--- src/rtl/alu_share_arbiter_if.sv ---
// alu_share_arbiter_if
// Bundles the signals between the shared-ALU arbiter, its two requesters
// (EXE stage = requester 0, address/loop helper = requester 1) and the ALU.
//   req*       : request handshake, operands, command, status-update flag
//   alu_*      : operands/command/carry-in to the ALU and its result/flags
//   rsp*       : per-requester response handshake, shared result/flags
//   status_reg : architectural NZCV owned by the arbiter
// Modports: slave = arbiter side, master = requesters/ALU side.
interface alu_share_arbiter_if #(
  parameter int DATA_W = 32
);
  logic              req0_valid, req1_valid;
  logic              req0_ready, req1_ready;
  logic [DATA_W-1:0] req0_in1, req0_in2, req1_in1, req1_in2;
  logic [3:0]        req0_exe_cmd, req1_exe_cmd;
  logic              req0_s, req1_s;

  logic [DATA_W-1:0] alu_in1, alu_in2;
  logic [3:0]        alu_exe_cmd;
  logic              alu_cin;
  logic [DATA_W-1:0] alu_out;
  logic              alu_n, alu_z, alu_c, alu_v;

  logic              rsp0_valid, rsp1_valid;
  logic              rsp0_ready, rsp1_ready;
  logic [DATA_W-1:0] rsp_data;
  logic [3:0]        rsp_nzcv;
  logic [3:0]        status_reg;

  modport slave (
    input  req0_valid, req1_valid, req0_in1, req0_in2, req1_in1, req1_in2,
           req0_exe_cmd, req1_exe_cmd, req0_s, req1_s,
           alu_out, alu_n, alu_z, alu_c, alu_v, rsp0_ready, rsp1_ready,
    output req0_ready, req1_ready, alu_in1, alu_in2, alu_exe_cmd, alu_cin,
           rsp0_valid, rsp1_valid, rsp_data, rsp_nzcv, status_reg
  );

  modport master (
    output req0_valid, req1_valid, req0_in1, req0_in2, req1_in1, req1_in2,
           req0_exe_cmd, req1_exe_cmd, req0_s, req1_s,
           alu_out, alu_n, alu_z, alu_c, alu_v, rsp0_ready, rsp1_ready,
    input  req0_ready, req1_ready, alu_in1, alu_in2, alu_exe_cmd, alu_cin,
           rsp0_valid, rsp1_valid, rsp_data, rsp_nzcv, status_reg
  );
endinterface

--- src/rtl/alu_share_arbiter.sv ---
// alu_share_arbiter
// Shares the single execute-stage ALU between two requesters. Requests are
// arbitrated round-robin in IDLE, the granted operands drive the ALU for one
// EXEC cycle, and the captured result/flags are returned in RESP through the
// owner's response handshake. Also owns the architectural NZCV register,
// whose C bit feeds the ALU carry-in.
// Ports:
//   clk : system clock, rising edge
//   rst : asynchronous active-low reset
//   bus : alu_share_arbiter_if.slave (requests, ALU, responses, status_reg)
module alu_share_arbiter #(
  parameter bit PRIO_INIT = 1'b0,
  parameter int DATA_W    = 32
) (
  input logic                clk,
  input logic                rst,
  alu_share_arbiter_if.slave bus
);

  typedef enum logic [1:0] {IDLE = 2'd0, EXEC = 2'd1, RESP = 2'd2} state_t;

  state_t            state_q, state_d;
  logic              grant0, grant1;
  logic              last_grant_q;
  logic              owner_q;
  logic [DATA_W-1:0] in1_q, in2_q;
  logic [3:0]        cmd_q;
  logic              s_q;
  logic [DATA_W-1:0] rsp_data_q;
  logic [3:0]        rsp_nzcv_q;
  logic [3:0]        status_q;

  // Arithmetic ops write all flags, move/logic ops only N and Z.
  function automatic logic [3:0] status_upd(input logic [3:0] cur,
                                            input logic [3:0] nzcv,
                                            input logic [3:0] cmd);
    case (cmd)
      4'b0010, 4'b0011, 4'b0100, 4'b0101:          return nzcv;
      4'b0001, 4'b1001, 4'b0110, 4'b0111, 4'b1000: return {nzcv[3:2], cur[1:0]};
      default:                                     return cur;
    endcase
  endfunction

  // On a tie the requester that did not win last time is granted.
  always_comb begin
    grant0 = 1'b0;
    grant1 = 1'b0;
    if (state_q == IDLE) begin
      if (bus.req0_valid && bus.req1_valid) begin
        grant0 = last_grant_q;
        grant1 = ~last_grant_q;
      end else begin
        grant0 = bus.req0_valid;
        grant1 = bus.req1_valid;
      end
    end
  end

  always_ff @(posedge clk or negedge rst) begin
    if (!rst) state_q <= IDLE;
    else      state_q <= state_d;
  end

  always_comb begin
    state_d = state_q;
    case (state_q)
      IDLE:    if (grant0 || grant1) state_d = EXEC;
      EXEC:    state_d = RESP;
      RESP:    if (owner_q ? bus.rsp1_ready : bus.rsp0_ready) state_d = IDLE;
      default: state_d = IDLE;
    endcase
  end

  always_comb begin
    bus.req0_ready = grant0;
    bus.req1_ready = grant1;
    bus.rsp0_valid = (state_q == RESP) && !owner_q;
    bus.rsp1_valid = (state_q == RESP) &&  owner_q;
  end

  always_ff @(posedge clk or negedge rst) begin
    if (!rst) begin
      last_grant_q <= ~PRIO_INIT;
      owner_q      <= 1'b0;
      in1_q        <= '0;
      in2_q        <= '0;
      cmd_q        <= 4'b0;
      s_q          <= 1'b0;
      rsp_data_q   <= '0;
      rsp_nzcv_q   <= 4'b0;
      status_q     <= 4'b0;
    end else begin
      if (grant0 || grant1) begin
        owner_q      <= grant1;
        last_grant_q <= grant1;
        in1_q        <= grant1 ? bus.req1_in1     : bus.req0_in1;
        in2_q        <= grant1 ? bus.req1_in2     : bus.req0_in2;
        cmd_q        <= grant1 ? bus.req1_exe_cmd : bus.req0_exe_cmd;
        s_q          <= grant1 ? bus.req1_s       : bus.req0_s;
      end
      if (state_q == EXEC) begin
        rsp_data_q <= bus.alu_out;
        rsp_nzcv_q <= {bus.alu_n, bus.alu_z, bus.alu_c, bus.alu_v};
        if (s_q)
          status_q <= status_upd(status_q,
                                 {bus.alu_n, bus.alu_z, bus.alu_c, bus.alu_v},
                                 cmd_q);
      end
    end
  end

  assign bus.alu_in1     = in1_q;
  assign bus.alu_in2     = in2_q;
  assign bus.alu_exe_cmd = cmd_q;
  assign bus.alu_cin     = status_q[1];
  assign bus.rsp_data    = rsp_data_q;
  assign bus.rsp_nzcv    = rsp_nzcv_q;
  assign bus.status_reg  = status_q;

endmodule
--- src/flat_wrapper.sv ---
// flat-port wrapper written by rule: the top's interface ports become plain ports
module alu_share_arbiter_flat 
#(
  parameter bit PRIO_INIT = 1'b0,
  parameter int DATA_W    = 32
)
  (clk, rst, bus_req0_valid, bus_req1_valid, bus_req0_in1, bus_req0_in2, bus_req1_in1, bus_req1_in2, bus_req0_exe_cmd, bus_req1_exe_cmd, bus_req0_s, bus_req1_s, bus_alu_out, bus_alu_n, bus_alu_z, bus_alu_c, bus_alu_v, bus_rsp0_ready, bus_rsp1_ready, bus_req0_ready, bus_req1_ready, bus_alu_in1, bus_alu_in2, bus_alu_exe_cmd, bus_alu_cin, bus_rsp0_valid, bus_rsp1_valid, bus_rsp_data, bus_rsp_nzcv, bus_status_reg);
  alu_share_arbiter_if #(.DATA_W(DATA_W)) bus_i ();
  input logic clk;
  input logic rst;
  input wire logic [$bits(bus_i.req0_valid)-1:0] bus_req0_valid;
  input wire logic [$bits(bus_i.req1_valid)-1:0] bus_req1_valid;
  input wire logic [$bits(bus_i.req0_in1)-1:0] bus_req0_in1;
  input wire logic [$bits(bus_i.req0_in2)-1:0] bus_req0_in2;
  input wire logic [$bits(bus_i.req1_in1)-1:0] bus_req1_in1;
  input wire logic [$bits(bus_i.req1_in2)-1:0] bus_req1_in2;
  input wire logic [$bits(bus_i.req0_exe_cmd)-1:0] bus_req0_exe_cmd;
  input wire logic [$bits(bus_i.req1_exe_cmd)-1:0] bus_req1_exe_cmd;
  input wire logic [$bits(bus_i.req0_s)-1:0] bus_req0_s;
  input wire logic [$bits(bus_i.req1_s)-1:0] bus_req1_s;
  input wire logic [$bits(bus_i.alu_out)-1:0] bus_alu_out;
  input wire logic [$bits(bus_i.alu_n)-1:0] bus_alu_n;
  input wire logic [$bits(bus_i.alu_z)-1:0] bus_alu_z;
  input wire logic [$bits(bus_i.alu_c)-1:0] bus_alu_c;
  input wire logic [$bits(bus_i.alu_v)-1:0] bus_alu_v;
  input wire logic [$bits(bus_i.rsp0_ready)-1:0] bus_rsp0_ready;
  input wire logic [$bits(bus_i.rsp1_ready)-1:0] bus_rsp1_ready;
  output wire logic [$bits(bus_i.req0_ready)-1:0] bus_req0_ready;
  output wire logic [$bits(bus_i.req1_ready)-1:0] bus_req1_ready;
  output wire logic [$bits(bus_i.alu_in1)-1:0] bus_alu_in1;
  output wire logic [$bits(bus_i.alu_in2)-1:0] bus_alu_in2;
  output wire logic [$bits(bus_i.alu_exe_cmd)-1:0] bus_alu_exe_cmd;
  output wire logic [$bits(bus_i.alu_cin)-1:0] bus_alu_cin;
  output wire logic [$bits(bus_i.rsp0_valid)-1:0] bus_rsp0_valid;
  output wire logic [$bits(bus_i.rsp1_valid)-1:0] bus_rsp1_valid;
  output wire logic [$bits(bus_i.rsp_data)-1:0] bus_rsp_data;
  output wire logic [$bits(bus_i.rsp_nzcv)-1:0] bus_rsp_nzcv;
  output wire logic [$bits(bus_i.status_reg)-1:0] bus_status_reg;
  assign bus_i.req0_valid = bus_req0_valid;
  assign bus_i.req1_valid = bus_req1_valid;
  assign bus_i.req0_in1 = bus_req0_in1;
  assign bus_i.req0_in2 = bus_req0_in2;
  assign bus_i.req1_in1 = bus_req1_in1;
  assign bus_i.req1_in2 = bus_req1_in2;
  assign bus_i.req0_exe_cmd = bus_req0_exe_cmd;
  assign bus_i.req1_exe_cmd = bus_req1_exe_cmd;
  assign bus_i.req0_s = bus_req0_s;
  assign bus_i.req1_s = bus_req1_s;
  assign bus_i.alu_out = bus_alu_out;
  assign bus_i.alu_n = bus_alu_n;
  assign bus_i.alu_z = bus_alu_z;
  assign bus_i.alu_c = bus_alu_c;
  assign bus_i.alu_v = bus_alu_v;
  assign bus_i.rsp0_ready = bus_rsp0_ready;
  assign bus_i.rsp1_ready = bus_rsp1_ready;
  assign bus_req0_ready = bus_i.req0_ready;
  assign bus_req1_ready = bus_i.req1_ready;
  assign bus_alu_in1 = bus_i.alu_in1;
  assign bus_alu_in2 = bus_i.alu_in2;
  assign bus_alu_exe_cmd = bus_i.alu_exe_cmd;
  assign bus_alu_cin = bus_i.alu_cin;
  assign bus_rsp0_valid = bus_i.rsp0_valid;
  assign bus_rsp1_valid = bus_i.rsp1_valid;
  assign bus_rsp_data = bus_i.rsp_data;
  assign bus_rsp_nzcv = bus_i.rsp_nzcv;
  assign bus_status_reg = bus_i.status_reg;
  alu_share_arbiter #(.PRIO_INIT(PRIO_INIT), .DATA_W(DATA_W)) u_core (.clk(clk), .rst(rst), .bus(bus_i));
endmodule
--- config.mk ---
export PLATFORM = sky130hd
export DESIGN_NAME = alu_share_arbiter_flat
export DESIGN_NICKNAME = d
export VERILOG_FILES = /design/src/rtl/alu_share_arbiter_if.sv /design/src/rtl/alu_share_arbiter.sv /design/src/flat_wrapper.sv
export SDC_FILE = /design/constraint.sdc
export NUM_CORES = 1
export LEC_CHECK = 0
export ABC_AREA = 1
export BUFFER_PORTS_ARGS = -buffer_cell sky130_fd_sc_hd__buf_2
export CAP_MARGIN = 20
export CORE_MARGIN = 2
export CORE_UTILIZATION = 30
export CTS_BUF_LIST = sky130_fd_sc_hd__clkbuf_8
export DETAILED_ROUTE_END_ITERATION = 8
export HOLD_SLACK_MARGIN = 0.15
export PLACE_DENSITY = 0.57
export SYNTH_ARGS = -nofsm -noshare
export SYNTH_HDL_FRONTEND = slang
export SYNTH_SLANG_ARGS = --single-unit
export TNS_END_PERCENT = 100
--- constraint.sdc ---
create_clock -name clk -period 1.8 [get_ports clk]
set_clock_uncertainty 0.15 [all_clocks]
set_input_delay 0.09 -clock clk [delete_from_list [all_inputs] [get_ports clk]]
set_output_delay 0.09 -clock clk [all_outputs]
set_load 0.02 [all_outputs]
==> impl_metrics.yaml <==
sta:
  setup-tns-final_ps: 0
  slew_headroom_pct: 65.2
  hold_slack_ps: 251
  fin_ws_ps: 91.8
  tightest_slew_ps: 523
  finalHoldViolations: 0
  finalCriticalPeriod_ps: 1710
  period_share_pct: 94.9
  drv_slew: 0
  fmax_ghz: 0.585
  setup_viol: 0
setup_path:
  crit_fanout: 7
  r2r_slack_ps: 130
  crit_type: "reg -> out"
  crit_arrival_ps: 1470
  reg2regPathDepth: 5
  endpoint_kind: "primary output"
  timing.rr.end: "u_core.state_q[1]"
  cp.required_ps: 1560
  reg2reg_from: "u_core.state_q[1]"
  crit_path_start_kind: "flip-flop"
cts:
  cts.reportedPaths.clkPinSlew_ps: 80
  clock_path_buffers: 2
  root_buffer: "clkbuf_8"
  numCtsBuffers: 17
  cts_tree: "yes"
  h-tree-depth: 4
  insertion_delay_ps: 430
  clock_sinks: 113
placed_design:
  place_inst: 1076
  numPortBuffers: 292
  gp_congestion: 0.780
  dpl.hpwl_um: 12600
  place_area_um2: 6860
  pre_cts_ws_ps: 215
power_and_ir_drop:
  finalPower_mw: 14.3
  p_leak_nw: 4.71
  power.density_nw_per_um2: 1560
  netSwitchingPower_mw: 6.60
  seqPwrFrac_pct: 31.9
  pwr-share-comb_pct: 52.3
  p_int_mw: 7.65
  p_clk_share_pct: 15.8
  ir_worst_vdd_mv: 0.676
  switching_share_pct: 46.3
hold_path:
  min_to: "u_core.bus.alu_in2[15]"
  hold_depth: 4
  hold_path.class: "in -> reg"
  hold_start: "bus_req1_in2[15]"
cells_and_area:
  final_area_um2: 9160
  nets: 1244
  layout_common_cells: "buf_2 (287), dlygate4sd3_1 (180), nand3_1 (179)"
  layoutNonFillerInstCount: 1298
  final_common_cell: "buf_2"
  post-route-util_pct: 55.0
  synthToLayoutAreaGrowth_pct: 78.2
  layout-drive-gt1-share_pct: 33.3
global_route:
  grt_max_degree: 70
  grt_first_pass_wirelength_um: 33200
  grt_use_met2_pct: 39.5
  overflow: 0
  grt_pass1_vias: 6440
  grt_usage_pct: 23.3
  busiest_layer: "met2"
  use_met3_pct: 6.83
  antenna_found_initial: 0
  grtUsageMet1_pct: 28.1
drt:
  antenna_left: 0
  wl_per_cell_um: 16.7
  drt_iter0_drc: 375
  drt_pass1_iterations: 5
  num_vias: 6504
  finalWirelength_um: 21700
  viasPerCell: 5.01
  drc: 0
synth:
  synth_cell_types: 16
  synth_nets: 781
  synth_cells: 601
  netlist_area_um2: 5140
  syn-mean-instance-area_um2: 8.55
  yosys_warnings: 0
  synth_seq_cells: 113
  synth-seq-area-share_pct: 55.0
outcome:
  outcome: "finished, final reports clean"
floorplanning:
  pin_count: 293
  die_w_um: 135
  initial_core_util_pct: 30.9
  core_region_area_um2: 16600
  num_rows: 47
  die_y_um: 135
  die-area_um2: 18200
run:
  maxCapViolCount: 0
-- synth_stat cells, drive strengths merged --
cell type / instances / area, um^2
nor2: 9 / 41.3
o21ai: 2 / 10.0
clkbuf: 18 / 67.6
dfrtp: 112 / 2800
nand2: 158 / 593
dfstp: 1 / 26.3
nand3: 181 / 911
buf: 38 / 200
a21oi: 2 / 10.0
nand4: 71 / 444
inv: 9 / 33.8
-- kinds of logic (layout without fill, tap and decap cells) --
group | after synthesis | count (layout) | synth area share [%]
simple gates | 419 | 419 | 38.7
other cells | 0 | 1 | 0
buf+inv | 65 | 541 | 5.87
flops | 113 | 113 | 55.0
compound gates | 4 | 4 | 0.389
-- final cells by class --
class                      instances  area [um^2]
fill                            1459         7480
timing repair buffer             500         3610
sequential                       113         2830
multi-input combinational        423         2030
clock buffer                      20          275
tap                              220          275
clock inverter                    12         92.6
inverter                           9         36.3
antenna                            1         2.50
-- routing by layer --
metal | part of all wire, % | vias to the layer above | wire [um]
li1 | - | 3019 | -
met1 | 40 | 3084 | 8710
met2 | 48 | 361 | 10500
met3 | 9.0 | 40 | 1950
met4 | 2.5 | 0 | 539
met5 | 0 | - | 0
-- worst max-delay path by stage --
stage | from | endpoint | depth (start not counted)
floorplan | u_core.last_grant_q | u_core.bus.alu_exe_cmd[1] | 6
global placement | u_core.state_q[1] | u_core.bus.alu_in1[0] | 6
detailed placement | u_core.state_q[1] | u_core.bus.alu_in1[0] | 6
CTS | u_core.state_q[0] | bus_rsp1_valid | 5
global route | u_core.state_q[1] | bus_rsp0_valid | 5
finish | u_core.last_grant_q | bus_req1_ready | 5
-- power groups by stage --
stage | clock network [mW] | registers, mW | logic, mW
after floorplan | 0 | 5.99 | 2.88
after global placement | 0 | 4.54 | 6.86
after detailed placement | 0 | 4.52 | 6.90
after CTS | 2.32 | 4.51 | 7.32
after global routing | 2.43 | 4.67 | 8.08
final | 2.26 | 4.54 | 7.45
-- critical path: stages (launching register included) --
cell,delay (ps)
dfstp_2,530
nand2_1,80
nand3_4,110
inv_4,50
buf_12,130
buf_4,150
-- what timing repair did --
action | 4_1_cts | 5_1_grt
setup buffers | 2 | 5
resized for setup | 4 | 6
endpoints found under the setup margin | 2 | 4
pin swaps | 2 | 2
endpoints found under the hold margin | 225 | 0
gates cloned | 1 | 0
hold buffers | 181 | 0
(Power assumes the default switching activity.)
